**src/rtl/mac_relu_unit.sv**
```systemverilog
// Signed MAC with saturating accumulator and ReLU view; 2-cycle operand-to-acc latency.
// No backpressure: a pair is accepted on every cycle en_i=1; clr_i drops everything in flight.
module mac_relu_unit #(
    parameter int DATA_W = 32,
    parameter int ACC_W  = 32
) (
    input  logic              clk,
    input  logic              rst,
    input  logic              clr_i,
    input  logic              en_i,
    input  logic [DATA_W-1:0] a_i,
    input  logic [DATA_W-1:0] b_i,
    output logic [ACC_W-1:0]  acc_o,
    output logic [ACC_W-1:0]  relu_acc_o,
    output logic              ovf_o
);

    localparam int PROD_W = 2 * DATA_W;
    localparam int SUM_W  = 2 * DATA_W + 2;

    localparam logic signed [SUM_W-1:0] SAT_MAX =
        {{(SUM_W-ACC_W+1){1'b0}}, {(ACC_W-1){1'b1}}};
    localparam logic signed [SUM_W-1:0] SAT_MIN =
        {{(SUM_W-ACC_W+1){1'b1}}, {(ACC_W-1){1'b0}}};

    logic signed [PROD_W-1:0] prod_q, prod_d;
    logic                     prod_vld_q, prod_vld_d;
    logic        [ACC_W-1:0]  acc_q, acc_d;
    logic                     ovf_q, ovf_d;

    logic signed [PROD_W-1:0] a_ext, b_ext;
    logic signed [SUM_W-1:0]  acc_ext, prod_ext, sum;
    logic                     sat_hi, sat_lo;

    // Operands widened first so the multiply is a plain full-width signed product.
    assign a_ext = {{DATA_W{a_i[DATA_W-1]}}, a_i};
    assign b_ext = {{DATA_W{b_i[DATA_W-1]}}, b_i};

    assign acc_ext  = {{(SUM_W-ACC_W){acc_q[ACC_W-1]}}, acc_q};
    assign prod_ext = {{(SUM_W-PROD_W){prod_q[PROD_W-1]}}, prod_q};
    assign sum      = acc_ext + prod_ext;
    assign sat_hi   = (sum > SAT_MAX);
    assign sat_lo   = (sum < SAT_MIN);

    always_comb begin
        prod_d     = prod_q;
        prod_vld_d = 1'b0;
        acc_d      = acc_q;
        ovf_d      = ovf_q;
        if (clr_i) begin
            acc_d = '0;
            ovf_d = 1'b0;
        end else begin
            if (en_i) begin
                prod_d     = a_ext * b_ext;
                prod_vld_d = 1'b1;
            end
            if (prod_vld_q) begin
                if (sat_hi) begin
                    acc_d = SAT_MAX[ACC_W-1:0];
                end else if (sat_lo) begin
                    acc_d = SAT_MIN[ACC_W-1:0];
                end else begin
                    acc_d = sum[ACC_W-1:0];
                end
                ovf_d = ovf_q | sat_hi | sat_lo;
            end
        end
    end

    always_ff @(posedge clk) begin
        if (rst) begin
            prod_q     <= '0;
            prod_vld_q <= 1'b0;
            acc_q      <= '0;
            ovf_q      <= 1'b0;
        end else begin
            prod_q     <= prod_d;
            prod_vld_q <= prod_vld_d;
            acc_q      <= acc_d;
            ovf_q      <= ovf_d;
        end
    end

    assign acc_o      = acc_q;
    assign ovf_o      = ovf_q;
    assign relu_acc_o = acc_q[ACC_W-1] ? '0 : acc_q;

endmodule

```
**config.mk**
```make
export PLATFORM = sky130hd
export DESIGN_NAME = mac_relu_unit
export DESIGN_NICKNAME = d
export VERILOG_FILES = /design/src/rtl/mac_relu_unit.sv
export SDC_FILE = /design/constraint.sdc
export NUM_CORES = 2
export LEC_CHECK = 0
export ABC_AREA = 1
export BUFFER_PORTS_ARGS = -buffer_cell sky130_fd_sc_hd__buf_2
export CAP_MARGIN = 0
export CORE_ASPECT_RATIO = 2
export CORE_UTILIZATION = 55
export CTS_BUF_LIST = sky130_fd_sc_hd__clkbuf_4
export DETAILED_ROUTE_END_ITERATION = 6
export GPL_ROUTABILITY_DRIVEN = 0
export PLACE_DENSITY = 0.85
export REMOVE_ABC_BUFFERS = 1
export SLEW_MARGIN = 20
export SYNTH_ARGS = -nofsm -noshare
export SYNTH_HDL_FRONTEND = slang
export SYNTH_SLANG_ARGS = --single-unit
```
**constraint.sdc**
```tcl
create_clock -name clk -period 8.6 [get_ports clk]
set_input_delay 0.86 -clock clk [delete_from_list [all_inputs] [get_ports clk]]
set_output_delay 0.86 -clock clk [all_outputs]
set_load 0.02 [all_outputs]
```
=== Word-level counts from Yosys, hierarchy flattened ===
Index checks and enable logic that the tools add are counted.
Widths: inputs -> output; s select.

* Multipliers: 1
* Mux-type cells: 4
* Order comparisons: 2
* Add/sub/neg operators: 1
* Reduce and logical (&&, ||, !) cells: 2
* Bitwise gates (word level): 3

{| class="wikitable"
|+ Operators by type and width
! operator !! number
|-
| $add 32x64->65 || 1
|-
| $gt 65x32->1 const B || 1
|-
| $lt 65x32->1 const B || 1
|-
| $mul 32x32->64 || 1
|-
| $mux 32 || 2
|-
| $mux 31 || 1
|-
| $or 1x1->1 || 2
|-
| $reduce_and 2->1 || 1
|-
| $reduce_or 2->1 || 1
|-
| $mux 1 || 1
|-
| $not 1->1 || 1
|}

* Register bits: 98
* Input bits: 68

=== Logic depth before layout (Yosys ltp) ===
* Word-level depth: 4
* Mapped depth: 34
* Depth with buffers taken out: 33

=== Least setup slack after synthesis ===
No wires, ideal clock.

* Kind: input -> register
* Start point: input port a_i[31]
* End point: register prod_q[53]
* Slack: 0.543 ns
* Cell stages on the path: 30
* Buffers on the path: 1
* Arrival time: 7.998 ns
* Setup time: 0.058 ns
* Data required time: 8.542 ns
* Cell sequence: clkbuf_1 nand2_1 inv_1 fa_1 inv_1 fa_1 inv_1 fa_1 fa_1 inv_1 fa_1 inv_1 fa_1 inv_1 fa_1 inv_1 fa_1 ha_1 nand2_1 nor2_1 inv_1 nor2_1 inv_1 nor2_1 or3b_2 a21oi_1 nor2_1 nand2_1 o211ai_1 inv_1

* Word-level cells in the longest chain between the ends: 1

{| class="wikitable"
|+ RTL lines
! element !! line !! text
|-
| from (decl) || 11 || <nowiki>input logic [DATA_W-1:0] a_i,</nowiki>
|-
| $mul 32x32->64 || 55 || <nowiki>prod_d = a_ext * b_ext;</nowiki>
|-
| to (signal assigned) || 78 || <nowiki>prod_q <= prod_d;</nowiki>
|-
| to (decl) || 26 || <nowiki>logic signed [PROD_W-1:0] prod_q, prod_d;</nowiki>
|}

Every way passes these cells.
A chain may end at the register's enable or synchronous reset.

=== Worst setup path in the final report ===
* Start point: input port b_i[14]
* End point: register prod_q[61]

* Word-level cells in the longest chain between the ends: 1

{| class="wikitable"
|+ RTL lines
! element !! line !! text
|-
| from (decl) || 12 || <nowiki>input logic [DATA_W-1:0] b_i,</nowiki>
|-
| $mul 32x32->64 || 55 ||
|}

Every way passes these cells.

==> results by group <==
Timing
  – Hold WS: roughly 0.5 ns
  – Final hold violation count: 0
  – Setup tns final: 0 ns
  – Fin Clk Skew: between 0.015 and 0.02 ns
  – Min cycle time layout: just over 8 ns
  – Slew margin rel.: 27.5%
  – Unrepaired setup endpoints after global routing: false
  – Fmax: about 120 MHz
  – Setup ws final: 0.427 ns
  – Max-slew violations: 0
  – Final Cycle Share: between 90% and 100%
  – Slew @ Worst Pin: ~1.1 ns
  – Setup violators final: 0

Setup path
  – Reg-to-reg startpoint: acc_o[31]$_SDFFE_PP0P_
  – Critical Path RT: between 9 and 10 ns
  – Largest stage delay, worst path: approximately 0.85 ns
  – Slowest CP cell: fa_1
  – Worst R2R End: acc_o[4]$_SDFFE_PP0P_
  – Setup CP Type: input pin to flip-flop
  – Worst setup EP type: flip-flop
  – CP startpoint kind: input pin
  – Worst reg2reg path depth: 18
  – FF-to-FF setup slack: roughly 3.8 ns
  – CP dominant cell by count: fa_1
  – Critical path fanouts, max: 18
  – Signal arrival time at the worst endpoint: between 8 and 9 ns
  – Cell family with most CP delay: adder cells
  – Crit path buf inv count: 7

Floorplanning
  – # IOs: approximately 130
  – Die width: ~210 um
  – Core area: around 85,000 um2
  – Chip height: around 420 um
  – Die area: about 87,000 um2
  – Site row count: 151
  – Initial core utilization: ~56%

Cells and area
  – Area Growth Syn to Fin: 4.43%
  – Final instance area: about 49,000 um2
  – Fillers: around 7,300
  – Nets: 7,853
  – Layout cell share with drive strength beyond 1: between 5 and 6%

Clock network
  – Clock insertion delay at the later pin of the skew report: 0.54 ns
  – TritonCTS clock tree: built
  – CTS Buf Count: 9
  – CTS Root Cell: clkbuf_4
  – H-tree lvl count: 3
  – Clock buffer depth: 2
  – Clock slew at reported path FFs: ~0.16 ns
  – Clk sinks: 98
  – # Post-CTS Setup Buffers: 0

Logic synthesis
  – Commonest cells in the netlist: inv_1 (1,920), nand2_1 (1,756), fa_1 (1,083)
  – Synth warn: 0
  – Mean post-synth cell area: ~7.4 um2
  – Post-synth top area share: about 46%
  – #FFs+latches synth: 98
  – Area leader, netlist: fa_1
  – Post-Syn Area: between 40,000 and 50,000 um2
  – Area contributors post-synth: fa_1 (46%), inv_1 (15%), nand2_1 (14%)
  – Top-count cell post-synth: inv_1
  – Main synth FF type: dfxtp_1
  – Post-synth ARST share: 0%
  – Netlist cell types: 44
  – Post-synth EDFFs: 0
  – Instance count of the mapped netlist: roughly 6,400
  – Seq/Total Area, Yosys: under 10%

Detailed routing
  – Iter 0 DRT Violations: approximately 3,700
  – DR pass1 iterations: 7
  – DRC: 4
  – Routed Antenna Nets: 0
  – Drt wl/cell: around 20 um
  – Total number of vias: roughly 42,000
  – Post-Route WL: around 150 mm
  – Vias per cell: approximately 5.6

Status
  – Run status: finished, violations left
  – Failing checks: design-rule violations

Min path
  – Hold Path End: prod_q[0]$_SDFFE_PP0P_
  – Hold_sp: prod_q[0]$_SDFFE_PP0P_
  – HP Class: flip-flop to flip-flop
  – Worst hold path cell count: 2

Place
  – DP Area: 49,300 um2
  – Pre-CTS setup slack: -0.145 ns
  – Dpl hpwl: about 120 mm
  – PortBufs: around 130

Global route
  – Vias in the first global route: ~46,000
  – First-pass GRT wire length: approximately 240 mm
  – Initial antenna violation count: 2
  – Gr usage total: 36.1%
  – Overflow after GRT: 0
  – Pin count of the biggest net entering global routing: between 90 and 100

Flow run
  – Max-Cap Viols: 0
-- sequential cells by signal, summed over array words and instances (netlist names) --
register	count
prod_vld_q	1
ovf_o	1
acc_o	32
prod_q	64
-- cell type report --
class	instances	area, um2	area share, %
well taps	1071	1340	2.71
clock buffers	9	67.6	0.137
multi-input cells	4182	37200	75.4
diodes	2	5.00	0.0101
clock inverters	7	76.3	0.154
flip-flops and latches	98	1960	3.97
inverters	1923	7220	14.6
repair buffers	240	1500	3.04
-- worst max-delay path by stage --
stage             from                      end  cells after the start
2_1_floorplan  a_i[31]  prod_q[53]$_SDFFE_PP0P_                     27
3_3_place_gp    b_i[8]  prod_q[61]$_SDFFE_PP0P_                     25
3_5_place_dp    b_i[8]  prod_q[61]$_SDFFE_PP0P_                     25
4_1_cts         b_i[8]  prod_q[61]$_SDFFE_PP0P_                     25
5_1_grt        a_i[18]  prod_q[61]$_SDFFE_PP0P_                     25
6_report       b_i[14]  prod_q[61]$_SDFFE_PP0P_                     27
-- cell families (layout without fill, tap and decap cells) --
logic type      after synthesis  count (layout)  share of synthesized area, %
fa+ha+maj                  1331            1331                          52.4
other cells                   1               3                       0.00793
buf+inv                    2151            2179                          17.2
xor+xnor                     81              81                          1.50
compound gates              423             423                          5.24
simple gates               2346            2346                          19.6
flops                        98              98                          4.15
-- worst register-to-register path, stage by stage (launching register included) --
cell and delay [ns]:
dfxtp_2 0.84, buf_4 0.48, ha_1 0.53, nand2_1 0.20
nor2_1 0.24, nand2_1 0.17, nor2_1 0.22, nand3_1 0.17
nand3_1 0.13, nand2_1 0.06, nand2_1 0.15, nand3_1 0.10
nor2_1 0.12, nand2_1 0.07, nor2_1 0.09, nand3_1 0.28
nand2_2 0.60, nand2_1 0.19, a21oi_2 0.17
-- timing repair --
| action | CTS | global route |
|---|---|---|
| endpoints found under the setup margin | 0 | 1 |
| resized for setup | 0 | 2 |
| hold buffers | 0 | 0 |
-- through the flow --
stage	std cells	utilization (%)
2_1_floorplan	6203	-
3_3_place_gp	7514	57.9
3_5_place_dp	7514	57.9
4_1_cts	7530	58.1
5_1_grt	7532	58.1
6_report	7532	58.1
-- per-layer routing --
metal / track usage, % / wire [um] / up-vias
li1: - / - / 18300
met1: 34.0 / 43300 / 20200
met2: 62.4 / 75800 / 2632
met3: 8.41 / 14000 / 1124
met4: 36.8 / 18900 / 0
met5: 0 / 0 / -
-- cells in the final DEF (no fill, tap or decap), drive strengths merged --
cell type	instances
a21boi	4
a21oi	191
inv	1924
clkbuf	10
diode	2
a31oi	15
conb	1
o21a	8
nand3b	5
o21ai	138
a31o	2
fa	1083
buf	239
and3	1
nor4	9
a221oi	1
or2	11
nand3	121
o21bai	16
o221ai	8
a311oi	1
and2	6
xor2	57
nand4	38
ha	248
nor3	22
o211ai	22
or3b	1
clkinvlp	2
nand2	1763
clkinv	4
nor2	369
xnor2	24
a2111oi	1
dfxtp	98
a21o	16
Power is not shown: default switching activity piles up to over one toggle a cycle in this logic, so the estimate is an artifact.
